$ cat config.mk
export PLATFORM = sky130hd
export DESIGN_NAME = dmem_arbiter
export DESIGN_NICKNAME = d
export VERILOG_FILES = /design/src/rtl/dmem_pkg.sv /design/src/rtl/rr_arbiter2.sv /design/src/rtl/dmem_arbiter.sv
export SDC_FILE = /design/constraint.sdc
export NUM_CORES = 1
export LEC_CHECK = 0
export CAP_MARGIN = 20
export CORE_MARGIN = 4
export CORE_UTILIZATION = 47
export DETAILED_ROUTE_END_ITERATION = 8
export GPL_TIMING_DRIVEN = 0
export HOLD_SLACK_MARGIN = 0.12
export PLACE_DENSITY = 0.87
export RECOVER_POWER = 100
export SLEW_MARGIN = 20
export SYNTH_ARGS = -nofsm -noshare
export SYNTH_HDL_FRONTEND = slang
export SYNTH_HIERARCHICAL = 1
export SYNTH_SLANG_ARGS = --single-unit
$ cat constraint.sdc
create_clock -name SYS_clk -period 10.32 [get_ports SYS_clk]
set_clock_uncertainty 0.05 [all_clocks]
set_input_delay 1.032 -clock SYS_clk [delete_from_list [all_inputs] [get_ports SYS_clk]]
set_output_delay 1.032 -clock SYS_clk [all_outputs]
set_load 0.02 [all_outputs]
$ cat src/rtl/dmem_pkg.sv
// Shared definitions for the data-memory arbiter: access-length codes,
// controller state encoding and the byte count of an access length.
package dmem_pkg;

    typedef enum logic [1:0] {
        LEN_NONE = 2'b00,
        LEN_BYTE = 2'b01,
        LEN_HALF = 2'b10,
        LEN_WORD = 2'b11
    } len_t;

    typedef enum logic [1:0] {
        ST_IDLE   = 2'd0,
        ST_ACCESS = 2'd1,
        ST_DONE   = 2'd2
    } state_t;

    function automatic logic [2:0] len_bytes(input logic [1:0] len);
        case (len)
            LEN_BYTE: return 3'd1;
            LEN_HALF: return 3'd2;
            LEN_WORD: return 3'd4;
            default:  return 3'd0;
        endcase
    endfunction

endpackage

$ cat src/rtl/rr_arbiter2.sv
// Two-way round-robin grant: a lone request wins; with both requesting, the
// one not granted most recently wins. After reset request 0 is favoured.
module rr_arbiter2 (
    input  logic       clk,
    input  logic       reset,
    input  logic [1:0] req,
    input  logic       advance,
    output logic [1:0] grant
);

    // last_one is high when request 1 was the most recent grant.
    logic last_one;

    always_comb begin
        grant    = 2'b00;
        grant[0] = req[0] && (!req[1] || last_one);
        grant[1] = req[1] && !grant[0];
    end

    always_ff @(posedge clk) begin
        if (reset) begin
            last_one <= 1'b1;
        end else if (advance) begin
            last_one <= grant[1];
        end
    end

endmodule

$ cat src/rtl/dmem_arbiter.sv
// Two-requester arbiter in front of a single-port data memory.
// One transaction in flight: IDLE (accept) -> ACCESS (memory cycle) -> DONE (completion).
module dmem_arbiter
    import dmem_pkg::*;
#(
    parameter int MEM_BYTES = 100,
    parameter int ADDR_W    = 32
) (
    input  logic              SYS_clk,
    input  logic              SYS_reset,

    input  logic              REQ0_valid,
    input  logic              REQ0_write,
    input  logic [1:0]        REQ0_length,
    input  logic              REQ0_signed,
    input  logic [ADDR_W-1:0] REQ0_address,
    input  logic [31:0]       REQ0_wdata,
    output logic              REQ0_ready,
    output logic              REQ0_rvalid,
    output logic [31:0]       REQ0_rdata,
    output logic              REQ0_error,

    input  logic              REQ1_valid,
    input  logic              REQ1_write,
    input  logic [1:0]        REQ1_length,
    input  logic              REQ1_signed,
    input  logic [ADDR_W-1:0] REQ1_address,
    input  logic [31:0]       REQ1_wdata,
    output logic              REQ1_ready,
    output logic              REQ1_rvalid,
    output logic [31:0]       REQ1_rdata,
    output logic              REQ1_error,

    output logic [1:0]        MEM_write_length,
    output logic [1:0]        MEM_read_length,
    output logic              MEM_read_signed,
    output logic [31:0]       MEM_write_data,
    output logic [ADDR_W-1:0] MEM_write_address,
    output logic [ADDR_W-1:0] MEM_read_address,
    input  logic [31:0]       MEM_read_data,

    output state_t            fsm_state
);

    // Handshake: a requester holds valid and its fields stable until ready;
    // ready is a one-cycle pulse issued only in IDLE, and rvalid is a one-cycle
    // pulse two cycles later carrying rdata and error.

    localparam int AW1 = ADDR_W + 1;
    localparam logic [AW1-1:0] MEM_LIMIT = AW1'(MEM_BYTES);

    state_t state, state_nx;

    logic [1:0]        grant;
    logic              accept;
    logic              cur_id;
    logic              cur_write;
    logic [1:0]        cur_len;
    logic              cur_signed;
    logic [ADDR_W-1:0] cur_addr;
    logic [31:0]       cur_wdata;
    logic              cur_err;
    logic [AW1-1:0]    end_addr;
    logic              do_access;
    logic [31:0]       load_val;
    logic [31:0]       result;

    assign accept = (state == ST_IDLE) && !SYS_reset && (grant != 2'b00);

    rr_arbiter2 u_rr (
        .clk     (SYS_clk),
        .reset   (SYS_reset),
        .req     ({REQ1_valid, REQ0_valid}),
        .advance (accept),
        .grant   (grant)
    );

    always_ff @(posedge SYS_clk) begin
        if (SYS_reset) begin
            state <= ST_IDLE;
        end else begin
            state <= state_nx;
        end
    end

    always_comb begin
        state_nx = state;
        case (state)
            ST_IDLE:   if (accept) state_nx = ST_ACCESS;
            ST_ACCESS: state_nx = ST_DONE;
            ST_DONE:   state_nx = ST_IDLE;
            default:   state_nx = ST_IDLE;
        endcase
    end

    always_ff @(posedge SYS_clk) begin
        if (SYS_reset) begin
            cur_id     <= 1'b0;
            cur_write  <= 1'b0;
            cur_len    <= LEN_NONE;
            cur_signed <= 1'b0;
            cur_addr   <= '0;
            cur_wdata  <= '0;
        end else if (accept) begin
            cur_id     <= grant[1];
            cur_write  <= grant[1] ? REQ1_write   : REQ0_write;
            cur_len    <= grant[1] ? REQ1_length  : REQ0_length;
            cur_signed <= grant[1] ? REQ1_signed  : REQ0_signed;
            cur_addr   <= grant[1] ? REQ1_address : REQ0_address;
            cur_wdata  <= grant[1] ? REQ1_wdata   : REQ0_wdata;
        end
    end

    // One extra bit keeps address+bytes from wrapping near the top of the space.
    assign end_addr = {1'b0, cur_addr} + AW1'(len_bytes(cur_len));
    assign cur_err  = (cur_len == LEN_NONE) || (end_addr > MEM_LIMIT);

    // Reset gates the memory strobes so an aborted store never lands.
    assign do_access = (state == ST_ACCESS) && !SYS_reset && !cur_err;

    always_comb begin
        MEM_write_length  = LEN_NONE;
        MEM_write_address = '0;
        MEM_write_data    = '0;
        MEM_read_length   = LEN_NONE;
        MEM_read_signed   = 1'b0;
        MEM_read_address  = '0;
        if (do_access && cur_write) begin
            MEM_write_length  = cur_len;
            MEM_write_address = cur_addr;
            MEM_write_data    = cur_wdata;
        end
        if (do_access && !cur_write) begin
            MEM_read_length  = cur_len;
            MEM_read_signed  = cur_signed;
            MEM_read_address = cur_addr;
        end
    end

    // Re-shape the returned data so upper bits never depend on the memory's own extension.
    always_comb begin
        load_val = MEM_read_data;
        case (cur_len)
            LEN_BYTE: load_val = cur_signed ? {{24{MEM_read_data[7]}}, MEM_read_data[7:0]}
                                            : {24'h0, MEM_read_data[7:0]};
            LEN_HALF: load_val = cur_signed ? {{16{MEM_read_data[15]}}, MEM_read_data[15:0]}
                                            : {16'h0, MEM_read_data[15:0]};
            default:  load_val = MEM_read_data;
        endcase
    end

    assign result = (cur_err || cur_write) ? 32'h0 : load_val;

    always_ff @(posedge SYS_clk) begin
        if (SYS_reset) begin
            REQ0_rdata <= '0;
            REQ0_error <= 1'b0;
            REQ1_rdata <= '0;
            REQ1_error <= 1'b0;
        end else if (state == ST_ACCESS) begin
            if (cur_id) begin
                REQ1_rdata <= result;
                REQ1_error <= cur_err;
            end else begin
                REQ0_rdata <= result;
                REQ0_error <= cur_err;
            end
        end
    end

    assign REQ0_ready  = accept && grant[0];
    assign REQ1_ready  = accept && grant[1];
    assign REQ0_rvalid = (state == ST_DONE) && !SYS_reset && !cur_id;
    assign REQ1_rvalid = (state == ST_DONE) && !SYS_reset && cur_id;
    assign fsm_state   = state;

endmodule
==> results.sh <==
export IMPL_dp_slack_ns=4.210
export IMPL_cp_max_fo=10
export IMPL_crit_path_top_delay_cell="dlygate4sd3_1"
export IMPL_setup_slack_ns=3.458
export IMPL_yosys_mux_area_fraction=0.08404
export IMPL_antenna_found_initial=3
export IMPL_gp_congestion=0.9666
export IMPL_postSynthAreaPerCell_sq_um=7.275
export IMPL_dp_hpwl_mm=24.26
export IMPL_coreArea_sq_mm=0.01736
export IMPL_cts_sinks=138
export IMPL_wire_per_inst_microns=17.68
export IMPL_htreeDepth=4
export IMPL_final_nets=1692
export IMPL_fin_total_pwr_mw=1.551
export IMPL_p_leak_nw=4.858
export IMPL_cpPeakStageDelay_ns=0.71
export IMPL_vdd_drop_max_v=0.0001245
export IMPL_crit_chain="inv_1 -> ha_1 -> ha_1 -> fa_1 -> a21oi_1 -> nor2_1 -> a311o_1 -> a221o_1 -> nor4_1 -> nand4_1 -> clkbuf_1 -> nor2_1 -> dlygate4sd3_1"
export IMPL_min_delay_path_depth=2
export IMPL_via_per_inst=5.406
export IMPL_status="complete, no violations"
export IMPL_tns_ns=0
export IMPL_fmax_mhz=145.7
export IMPL_reg2reg_from="cur_len[1]$_SDFFE_PP0P_"
export IMPL_ys_warn_count=6
export IMPL_maxCapViolCount=0
export IMPL_required_ns=9.24
export IMPL_io_buffers=296
export IMPL_core_rowCount=48
export IMPL_grt_usage=0.2951
export IMPL_drive_above_1_share=0.06570
export IMPL_ff2ff_path_depth=13
export IMPL_critPathKind="register to primary output"
export IMPL_drtAntennaViolNets=0
export IMPL_die_w_microns=141.3
export IMPL_dieArea_sq_mm=0.01997
export IMPL_worst_pin_slew_ns=1.055
export IMPL_clkTransAtPathRegs_ns=0.06
export IMPL_overflow=0
export IMPL_synthTopCellsByArea="dfxtp_1 33%, nand2_1 8.7%, mux2i_1 8.3%, nor2_1 7.6%, a211oi_1 6.3%"
export IMPL_first_pass_iters=5
export IMPL_synth_edf_count=0
export IMPL_synth_compound_area_frac=0.1512
export IMPL_cts_inserted_buffers=17
export IMPL_ys_seq_area_frac=0.3308
export IMPL_cts_buffer_depth=2
export IMPL_rsz0062_at_grt="false"
export IMPL_hp_class="register to register"
export IMPL_die_h_microns=141.3
export IMPL_cp_end_kind="primary output"
export IMPL_ios=345
export IMPL_initialDrtViolationCount=728
export IMPL_period_minus_slack_ns=6.862
export IMPL_min_to="REQ1_rdata[1]$_SDFFE_PP0P_"
export IMPL_finalHoldViolations=0
export IMPL_cp_arrival_ns=5.78
export IMPL_cts_tree="yes"
export IMPL_min_from="REQ1_rdata[1]$_SDFFE_PP0P_"
export IMPL_ys_types=63
export IMPL_rrSetupSlack_ns=5.53
export IMPL_yosys_area_share_xor_xnor=0.004195
export IMPL_start_kind="register"
export IMPL_cts_setup_buffers=0
export IMPL_min_period_over_period=0.6650
export IMPL_drv_slew=0
export IMPL_grt_max_degree=17
export IMPL_drc=0
export IMPL_drt_total_wl_mm=30.92
export IMPL_root_buffer="clkbuf_16"
export IMPL_clk_latency_ns=0.43
export IMPL_syn_area_sq_mm=0.008352
export IMPL_hold_buffers=0
export IMPL_netlist_instances=1148
export IMPL_cts_resized=0
export IMPL_cp_num_buf_inv=3
export IMPL_post_route_util=0.7075
export IMPL_first_global_vias=9136
export IMPL_setup_viol_count_final=0
export IMPL_power_density_mw_per_mm2=126.3
export IMPL_synth_top_family_by_area="simple AND/OR/NAND/NOR gates"
export IMPL_synth_seq_cells=138
export IMPL_crit_family="simple AND/OR/NAND/NOR gates"
export IMPL_synth_top_cell_area_share=0.3308
export IMPL_yosys_area_share_simple=0.2977
export IMPL_synthFlopType="dfxtp_1"
export IMPL_slew_headroom=0.2904
export IMPL_synth_async_reset_ratio=0
export IMPL_r2r_end="REQ0_rdata[7]$_SDFFE_PP0P_"
export IMPL_grt_pass1_wl_mm=47.02
export IMPL_area_growth_pct=47.03
export IMPL_start_util=0.4812
export IMPL_vias=9455
export IMPL_yosys_area_top_type="dfxtp_1"
export IMPL_synth_fa_ha_area_frac=0.01438
export IMPL_nFillCells=1467
## registers in the layout, indices dropped and copies added, names as in the netlist
| register | count |
|---|---|
| fsm_state | 2 |
| cur_addr | 32 |
| cur_len | 2 |
| cur_signed | 1 |
| REQ0_error | 1 |
| u_rr/last_one | 1 |
| REQ1_rdata | 32 |
| cur_id | 1 |
| REQ0_rdata | 32 |
| cur_write | 1 |
| REQ1_error | 1 |
| cur_wdata | 32 |
## layout make-up
| class | count | area (sq um) | area share |
|---|---|---|---|
| Tap cell | 225 | 281.5 | 0.02293 |
| Timing Repair Buffer | 297 | 2968 | 0.2417 |
| Buffer | 146 | 745.7 | 0.06073 |
| Clock buffer | 22 | 464.2 | 0.03780 |
| Multi-Input combinational cell | 863 | 4776 | 0.3889 |
| Antenna cell | 2 | 5.005 | 0.0004076 |
| Sequential cell | 138 | 2763 | 0.2250 |
| Clock inverter | 8 | 96.34 | 0.007846 |
| Inverter | 48 | 180.2 | 0.01467 |
## how the worst max path moves through the flow
stage	startpoint	endpoint	slack [ns]	depth (start not counted)
detailed placement	REQ1_valid	REQ0_ready	4.21	9
floorplan	cur_len[1]$_SDFFE_PP0P_	MEM_write_address[0]	5.84	12
CTS	cur_len[1]$_SDFFE_PP0P_	MEM_write_data[0]	3.95	13
global route	cur_len[1]$_SDFFE_PP0P_	MEM_write_data[0]	3.04	13
finish	cur_len[1]$_SDFFE_PP0P_	MEM_write_data[0]	3.46	13
global placement	REQ1_valid	REQ0_ready	4.24	9
## cells by family after synthesis
kind of cell	Yosys count
simple gates	539
buf+inv	194
compound gates	193
flops	138
mux	70
fa+ha+maj	9
xor+xnor	4
other cells	1
## cell usage in the layout, fill, tap and decap left out, types with 9 or more instances in the layout
| master | count |
|---|---|
| nand3_1 | 29 |
| buf_4 | 48 |
| and2_1 | 9 |
| mux2i_1 | 69 |
| nand2_1 | 194 |
| dlygate4sd3_1 | 123 |
| nor2_1 | 168 |
| conb_1 | 48 |
| nand4_1 | 15 |
| o21ai_0 | 66 |
| clkbuf_1 | 87 |
| clkdlybuf4s50_1 | 173 |
| and3_1 | 11 |
| inv_1 | 48 |
| buf_2 | 9 |
| clkbuf_16 | 17 |
| nor3_1 | 9 |
| dfxtp_1 | 138 |
| nor4_1 | 74 |
| a211oi_1 | 70 |
| a21oi_1 | 11 |
## cell usage after synthesis, types with 15 or more instances
| cell | number |
|---|---|
| a211oi_1 | 70 |
| buf_4 | 49 |
| clkbuf_1 | 73 |
| dfxtp_1 | 138 |
| inv_1 | 48 |
| mux2i_1 | 69 |
| nand2_1 | 194 |
| nand3_1 | 29 |
| nand4_1 | 15 |
| nor2_1 | 168 |
| nor4_1 | 73 |
| o21ai_1 | 60 |
## metrics by stage
step / hold slack [ns] / instance area (sq um) / std cells
3_3_place_gp: 0.3826 / 11770 / 1716
2_1_floorplan: 0.4281 / 8528 / 1195
5_1_grt: 0.4103 / 12280 / 1748
4_1_cts: 0.3949 / 12340 / 1747
3_5_place_dp: 0.3874 / 11780 / 1717
6_report: 0.3911 / 12280 / 1749
## worst register-to-register path, cell delays in order, from the launching register on
cell	delay, ns
dfxtp_1	0.41
inv_1	0.12
ha_1	0.27
ha_1	0.27
fa_1	0.48
a21oi_1	0.41
nor2_1	0.22
a311o_1	0.37
a221o_1	0.34
nor4_1	0.63
clkbuf_1	0.47
clkbuf_1	0.38
nand2_1	0.13
o21ai_0	0.17
## metal layers
layer | share of wire | vias up | track usage
met4 | 0.042 | 2 | 0.1423
met5 | 0.00065 | - | 0
li1 | - | 4620 | -
met1 | 0.40 | 4237 | 0.3643
met2 | 0.47 | 502 | 0.4843
met3 | 0.095 | 94 | 0.07044
## power breakdown
group / internal, mW / leakage (nW) / switching (mW)
logic: 0.154 / 3.46 / 0.219
clock network: 0.364 / 0.276 / 0.226
registers: 0.562 / 1.12 / 0.0274
Power figures use the tool's default switching activity.
